`src/rtl/fetch_unit_pkg.sv`:
```
// Shared definitions for the fetch stage: opcodes, opcode field position,
// FSM states and fault codes used by the fetch unit, ROM and decoder.
package fetch_unit_pkg;

    localparam int OPC_MSB = 27;
    localparam int OPC_LSB = 24;

    localparam logic [3:0] OP_NOP  = 4'h0;
    localparam logic [3:0] OP_ADD  = 4'h1;
    localparam logic [3:0] OP_CALL = 4'hC;
    localparam logic [3:0] OP_RET  = 4'hD;

    typedef enum logic [1:0] {
        S_BOOT  = 2'd0,
        S_RUN   = 2'd1,
        S_FAULT = 2'd2
    } state_e;

    localparam logic [1:0] FC_NONE      = 2'b00;
    localparam logic [1:0] FC_OVERFLOW  = 2'b01;
    localparam logic [1:0] FC_UNDERFLOW = 2'b10;

endpackage

```
`src/rtl/fetch_unit_return_stack.sv`:
```
// Hardware return-address LIFO for CALL/RET.
// Pointer counts live entries: 0 = empty, STACK_DEPTH = full.
module return_stack #(
    parameter int STACK_DEPTH = 8,
    parameter int ADDR_WIDTH  = 16
) (
    input  logic                  Clock,
    input  logic                  Reset,
    input  logic                  push,
    input  logic                  pop,
    input  logic [ADDR_WIDTH-1:0] data_in,
    output logic [ADDR_WIDTH-1:0] top,
    output logic                  full,
    output logic                  empty
);

    localparam int IW = $clog2(STACK_DEPTH);
    localparam int PW = IW + 1;

    logic [PW-1:0]         ptr_q, ptr_d;
    logic [ADDR_WIDTH-1:0] mem_q [STACK_DEPTH];
    logic [ADDR_WIDTH-1:0] mem_d [STACK_DEPTH];
    logic [IW-1:0]         wr_idx;
    logic [IW-1:0]         top_idx;

    assign full    = (ptr_q == PW'(STACK_DEPTH));
    assign empty   = (ptr_q == '0);
    assign wr_idx  = ptr_q[IW-1:0];
    assign top_idx = IW'(ptr_q - PW'(1));
    assign top     = mem_q[top_idx];

    // Next pointer and storage; misuse (push full / pop empty) is ignored.
    always_comb begin
        ptr_d = ptr_q;
        mem_d = mem_q;
        if (push && !full) begin
            mem_d[wr_idx] = data_in;
            ptr_d         = ptr_q + PW'(1);
        end else if (pop && !empty) begin
            ptr_d = ptr_q - PW'(1);
        end
    end

    // Stack registers, cleared on reset so no stale entry survives.
    always_ff @(posedge Clock or posedge Reset) begin
        if (Reset) begin
            ptr_q <= '0;
            for (int i = 0; i < STACK_DEPTH; i++) begin
                mem_q[i] <= '0;
            end
        end else begin
            ptr_q <= ptr_d;
            mem_q <= mem_d;
        end
    end

endmodule

```
`src/rtl/fetch_unit.sv`:
```
// PC / instruction fetch stage ahead of a combinational ROM.
// Resolves CALL/RET locally, takes branch redirects, faults on stack misuse.
module fetch_unit
    import fetch_unit_pkg::*;
#(
    parameter int ADDR_WIDTH  = 16,
    parameter int INSN_WIDTH  = 28,
    parameter int STACK_DEPTH = 8
) (
    input  logic                  Clock,
    input  logic                  Reset,
    input  logic                  iEnable,
    input  logic [INSN_WIDTH-1:0] iInstruction,
    input  logic                  iBranchTaken,
    input  logic [ADDR_WIDTH-1:0] iBranchTarget,
    output logic [ADDR_WIDTH-1:0] oAddress,
    output logic [INSN_WIDTH-1:0] oInstruction,
    output logic                  oValid,
    output logic                  oFault,
    output logic [1:0]            oFaultCode
);

    state_e                state_q, state_d;
    logic [ADDR_WIDTH-1:0] pc_q, pc_d;
    logic [INSN_WIDTH-1:0] insn_q, insn_d;
    logic                  valid_q, valid_d;
    logic                  fault_q, fault_d;
    logic [1:0]            code_q, code_d;

    logic                  push, pop;
    logic [ADDR_WIDTH-1:0] stk_top;
    logic                  stk_full, stk_empty;
    logic [ADDR_WIDTH-1:0] pc_inc;
    logic [ADDR_WIDTH-1:0] call_tgt;
    logic                  is_call, is_ret;

    assign pc_inc   = pc_q + ADDR_WIDTH'(1);
    assign call_tgt = ADDR_WIDTH'(iInstruction[23:16]);
    assign is_call  = (iInstruction[OPC_MSB:OPC_LSB] == OP_CALL);
    assign is_ret   = (iInstruction[OPC_MSB:OPC_LSB] == OP_RET);

    return_stack #(
        .STACK_DEPTH(STACK_DEPTH),
        .ADDR_WIDTH (ADDR_WIDTH)
    ) u_stack (
        .Clock  (Clock),
        .Reset  (Reset),
        .push   (push),
        .pop    (pop),
        .data_in(pc_inc),
        .top    (stk_top),
        .full   (stk_full),
        .empty  (stk_empty)
    );

    // Next-state: boot bubble, prioritised run actions, absorbing fault.
    always_comb begin
        state_d = state_q;
        pc_d    = pc_q;
        insn_d  = insn_q;
        valid_d = valid_q;
        fault_d = fault_q;
        code_d  = code_q;
        push    = 1'b0;
        pop     = 1'b0;
        case (state_q)
            S_BOOT: begin
                state_d = S_RUN;
                valid_d = 1'b0;
            end
            S_RUN: begin
                if (iEnable) begin
                    if (iBranchTaken) begin
                        pc_d    = iBranchTarget;
                        valid_d = 1'b0;
                    end else if (is_call && stk_full) begin
                        state_d = S_FAULT;
                        fault_d = 1'b1;
                        code_d  = FC_OVERFLOW;
                        valid_d = 1'b0;
                    end else if (is_call) begin
                        push    = 1'b1;
                        pc_d    = call_tgt;
                        insn_d  = iInstruction;
                        valid_d = 1'b1;
                    end else if (is_ret && stk_empty) begin
                        state_d = S_FAULT;
                        fault_d = 1'b1;
                        code_d  = FC_UNDERFLOW;
                        valid_d = 1'b0;
                    end else if (is_ret) begin
                        pop     = 1'b1;
                        pc_d    = stk_top;
                        insn_d  = iInstruction;
                        valid_d = 1'b1;
                    end else begin
                        pc_d    = pc_inc;
                        insn_d  = iInstruction;
                        valid_d = 1'b1;
                    end
                end
            end
            default: begin
                state_d = S_FAULT;
                fault_d = 1'b1;
                valid_d = 1'b0;
            end
        endcase
    end

    // Stage registers; every output comes straight from a flop.
    always_ff @(posedge Clock or posedge Reset) begin
        if (Reset) begin
            state_q <= S_BOOT;
            pc_q    <= '0;
            insn_q  <= '0;
            valid_q <= 1'b0;
            fault_q <= 1'b0;
            code_q  <= FC_NONE;
        end else begin
            state_q <= state_d;
            pc_q    <= pc_d;
            insn_q  <= insn_d;
            valid_q <= valid_d;
            fault_q <= fault_d;
            code_q  <= code_d;
        end
    end

    assign oAddress     = pc_q;
    assign oInstruction = insn_q;
    assign oValid       = valid_q;
    assign oFault       = fault_q;
    assign oFaultCode   = code_q;

endmodule

```
`config.mk`:
```
export PLATFORM = sky130hd
export DESIGN_NAME = fetch_unit
export DESIGN_NICKNAME = d
export VERILOG_FILES = /design/src/rtl/fetch_unit_pkg.sv /design/src/rtl/fetch_unit_return_stack.sv /design/src/rtl/fetch_unit.sv
export SDC_FILE = /design/constraint.sdc
export NUM_CORES = 1
export LEC_CHECK = 0
export CORE_UTILIZATION = 30
export DETAILED_ROUTE_END_ITERATION = 6
export PLACE_DENSITY = 0.5
export SYNTH_ARGS = -nofsm -noshare
export SYNTH_HDL_FRONTEND = slang
export SYNTH_SLANG_ARGS = --single-unit
```
`constraint.sdc`:
```
create_clock -name Clock -period 8.2 [get_ports Clock]
set_input_delay 0.82 -clock Clock [delete_from_list [all_inputs] [get_ports Clock]]
set_output_delay 0.82 -clock Clock [all_outputs]
set_load 0.005 [all_outputs]
```
==> summary.md <==
| Metric | Value |
|---|---|
| Initial Util | 30.7% |
| Clock Pin Slew Worst Setup and Hold Paths | about 0.070 ns |
| Reg2Reg Setup Slack | ~4.6 ns |
| Worst VDD drop | 0.156 mV |
| Max-slew violation count | 0 |
| Largest delay share family, worst path | buffers and inverters |
| Comb power frac | between 30% and 40% |
| Post-synth top area share | 54.7% |
| Post-CTS Setup Bufs | 0 |
| Max-Cap Viols | 0 |
| DR WL/cell | 17.4 um |
| Synth top cells by count | dfrtp_1, nand2_1, o21ai_0 |
| Antenna diodes | 0 |
| Synthesis-to-layout area growth | 22.0% |
| Critical path launch point type | flip-flop |
| Synth Area per Inst | ~11 sq um |
| Critical path fanouts, max | 39 |
| Routability cong. | 0.783 |
| Fin crit share | a little over two fifths |
| Port buffer count | 95 |
| Via count | 5868 |
| Hold buffer count at CTS | 0 |
| DRC errors left | 0 |
| Mapped cell area | between 8000 and 9000 sq um |
| Cts bufs inserted | 17 |
| Antenna violations before repair | 0 |
| Synth Net Count | 810 |
| Clock root cell | clkbuf_16 |
| Cell variety after synth | 55 |
| Cell Int Power | 1.99 mW |
| Detailed placer's ending HPWL | 14300 um |
| Pre-antenna DRT Iters | 4 |
| Max incr delay on CP | 0.58 ns |
| Clock share of power | 27.7% |
| Hold Crit Depth | 2 |
| WL final | 21100 um |
| Number of synthesized flops with an enable pin | 0 |
| RSZ-0062 raised after global routing | no |
| Syn Inst Count | 758 |
| Seq/Total Area, Yosys | 54.7% |
| Post-Synth Simple-Gate Area | 11.9% |
| Crit path kind | flip-flop to flip-flop |
| Crit path cell chain | buf_4, inv_1, ha_2, buf_4, mux4_2, and3_1, a31oi_1, o211ai_1, a22o_1 |
| First-pass GRT wire length | 34100 um |
| Vias in the first global route | 5753 |
| Post-DRT Antenna Nets | 0 |
| Io pins | 96 |
| Post-Synth XOR/XNOR Area | 2.10% |
| Mux contribution to synthesized area | 13.9% |
| Drt first-iter violations | 404 |
| Switching Fraction | 35.7% |
| Area contributors post-synth | dfrtp_1, mux4_2, nand2_1 |
| Worst min path class | flip-flop to flip-flop |
| Buf/Inv on CP | 3 |
| Data required, critical path | 8.52 ns |
| Total power | 3.10 mW |
| Top FF cell, synth | dfrtp_1 |
| Reg2Reg Capture Point | oAddress[7]$_DFFE_PP0P_ |
| Worst EP arrival | 3.90 ns |
| Critical Path Sink Type | flip-flop |
| Final count of negative-setup-slack endpoints | 0 |
| Seq pwr share | between 30% and 40% |
| Worst Reg2Reg Path Length in Cells | 9 |
| Leak | 4.19 nW |
| TritonCTS clock tree | built |
| Startpoint of the worst hold path | u_stack.mem_q[22]$_DFFE_PP0P_ |
| Clock buffer depth | 2 |
| Most Frequent Cell on Critical Path | buf_4 |
| Most numerous cell in the Yosys netlist | dfrtp_1 |
| Nets@finish | 879 |
| Count of warnings emitted by yosys | 0 |
| Core box area | 27100 sq um |
| Min Tclk post-route | 3.58 ns |
| TNS Setup | 0 ns |
| Clock sinks | 182 |
| Max frequency | 279 MHz |
| Yosys reg bits | 182 |
| GRT Util Overall | roughly 16% |
| Worst min-delay path endpoint | u_stack.mem_q[22]$_DFFE_PP0P_ |
| Setup Skew | between 0.02 and 0.025 ns |
| Power Dens Cells | 305 nW/um^2 |
| Crit path depth | 9 |
| CTS-repair resized insts | 0 |
| Die ar. | ~28000 sq um |
| Launch point of the worst path | u_stack.ptr_q[0]$_DFFE_PP0P_ |
| Endpoints failing hold | 0 |
| Largest net degree at the start of global routing | 91 |
| Fill count | 2677 |
| Worst-Margin Slew | 1.14 ns |
| Outcome | finished clean |
| Synth Area in Compound Gates | 12.7% |
| # rows | 60 |
| Die W | 169 um |
| Fraction of synthesis flops using an asynchronous set or reset pin | 100% |
| Worst skew pair latency | approximately 0.44 ns |
| Max transition margin | about a quarter |
| Yosys top cell by area | dfrtp_1 |
| CTS HTree Levels | 4 |
| R2r startpoint | u_stack.ptr_q[0]$_DFFE_PP0P_ |
| Adder-Cell Fraction of Synth Area | 0.601% |
| Layout cells sized above 1 | 14.4% |
| GRT overflow | 0 |
| CP max-delay cell | mux4_2 |
| Switching power | 1.11 mW |
| Main combinational cell family by area after synthesis | multiplexers |
| Die height | between 150 and 200 um |
| Via density | 4.84 |
[cell type report]
type / count / area, sq um / share of cell area (%)
timing repair buffer: 103 / 1010 / 9.96
multi-input combinational: 509 / 3430 / 33.8
clock inverter: 15 / 205 / 2.02
sequential: 182 / 4560 / 44.9
inverter: 14 / 57.6 / 0.567
tap: 372 / 465 / 4.58
clock buffer: 17 / 425 / 4.19
[cell families after synthesis]
group / after synthesis
AOI/OAI and AO/OA: 188
xor gates and xnor gates: 20
buffers and inverters: 67
adders and majority gates: 4
and+or+nand+nor: 227
muxes: 70
DFF: 182
[cell usage in the layout, fill, tap and decap left out, types with 4 or more instances in the layout]
master,Yosys,final
nand2b_1,4,4
mux2_2,35,35
buf_4,5,8
a31o_2,4,4
clkbuf_16,0,17
a21oi_1,18,18
clkdlybuf4s50_1,0,95
inv_1,14,13
mux4_2,32,32
dfrtp_1,182,181
o21ai_0,107,107
o21ai_1,30,30
nor2_1,13,13
clkinv_8,0,5
a31oi_1,4,4
and3_1,5,5
xnor2_1,17,17
nand2_1,164,164
nand3_1,13,13
a221oi_1,5,5
nor3_1,6,6
[sequential cells by signal, summed over array words and instances, names as in the netlist]
| signal | flops |
|---|---|
| u_stack.mem_q | 128 |
| oInstruction | 28 |
| oAddress | 16 |
| u_stack.ptr_q | 4 |
| oFaultCode | 2 |
| state_q | 2 |
| oFault | 1 |
| oValid | 1 |
[how the worst max path moves through the flow]
stage                                                to
after floorplan                 oAddress[0]$_DFFE_PP0P_
after global placement    u_stack.mem_q[17]$_DFFE_PP0P_
after detailed placement  u_stack.mem_q[17]$_DFFE_PP0P_
after CTS                       oAddress[7]$_DFFE_PP0P_
after global routing            oAddress[7]$_DFFE_PP0P_
final                           oAddress[7]$_DFFE_PP0P_
[per-layer routing]
metal  wire (um)  GRT usage, %  part of all wire [%]
met2        9430          23.4                    45
met5           0             0                     0
met3         960          3.25                   4.5
met1       10500          22.9                    50
met4         255          4.35                   1.2
[per-stage QoR]
stage / std cells / setup WS [ns] / cell area [sq um] / util (%) / hold WS [ns]
after floorplan: 758 / 2.44 / 8320 / - / 0.445
after global placement: 1180 / 4.33 / 9520 / 35.1 / 0.457
after detailed placement: 1180 / 4.24 / 9520 / 35.1 / 0.465
after CTS: 1212 / 4.59 / 10200 / 37.5 / 0.481
after global routing: 1212 / 4.30 / 10200 / 37.5 / 0.498
final: 1212 / 4.62 / 10200 / 37.5 / 0.479
[power groups by stage]
stage	Combinational, mW	Clock, mW	Sequential [mW]
4_1_cts	1.05	0.882	1.21
6_report	1.03	0.858	1.21
3_5_place_dp	1.05	0	1.22
5_1_grt	1.14	0.916	1.23
2_1_floorplan	0.636	0	1.19
3_3_place_gp	1.05	0	1.22
[worst min-delay path, delay by kind of cell (launching register included)]
family / cells / cell delay [ns]
AND/OR/NAND/NOR: 1 / 0.05
flip-flops: 1 / 0.34
AO/OA/AOI/OAI: 1 / 0.06
Power figures use the tool's default switching activity.
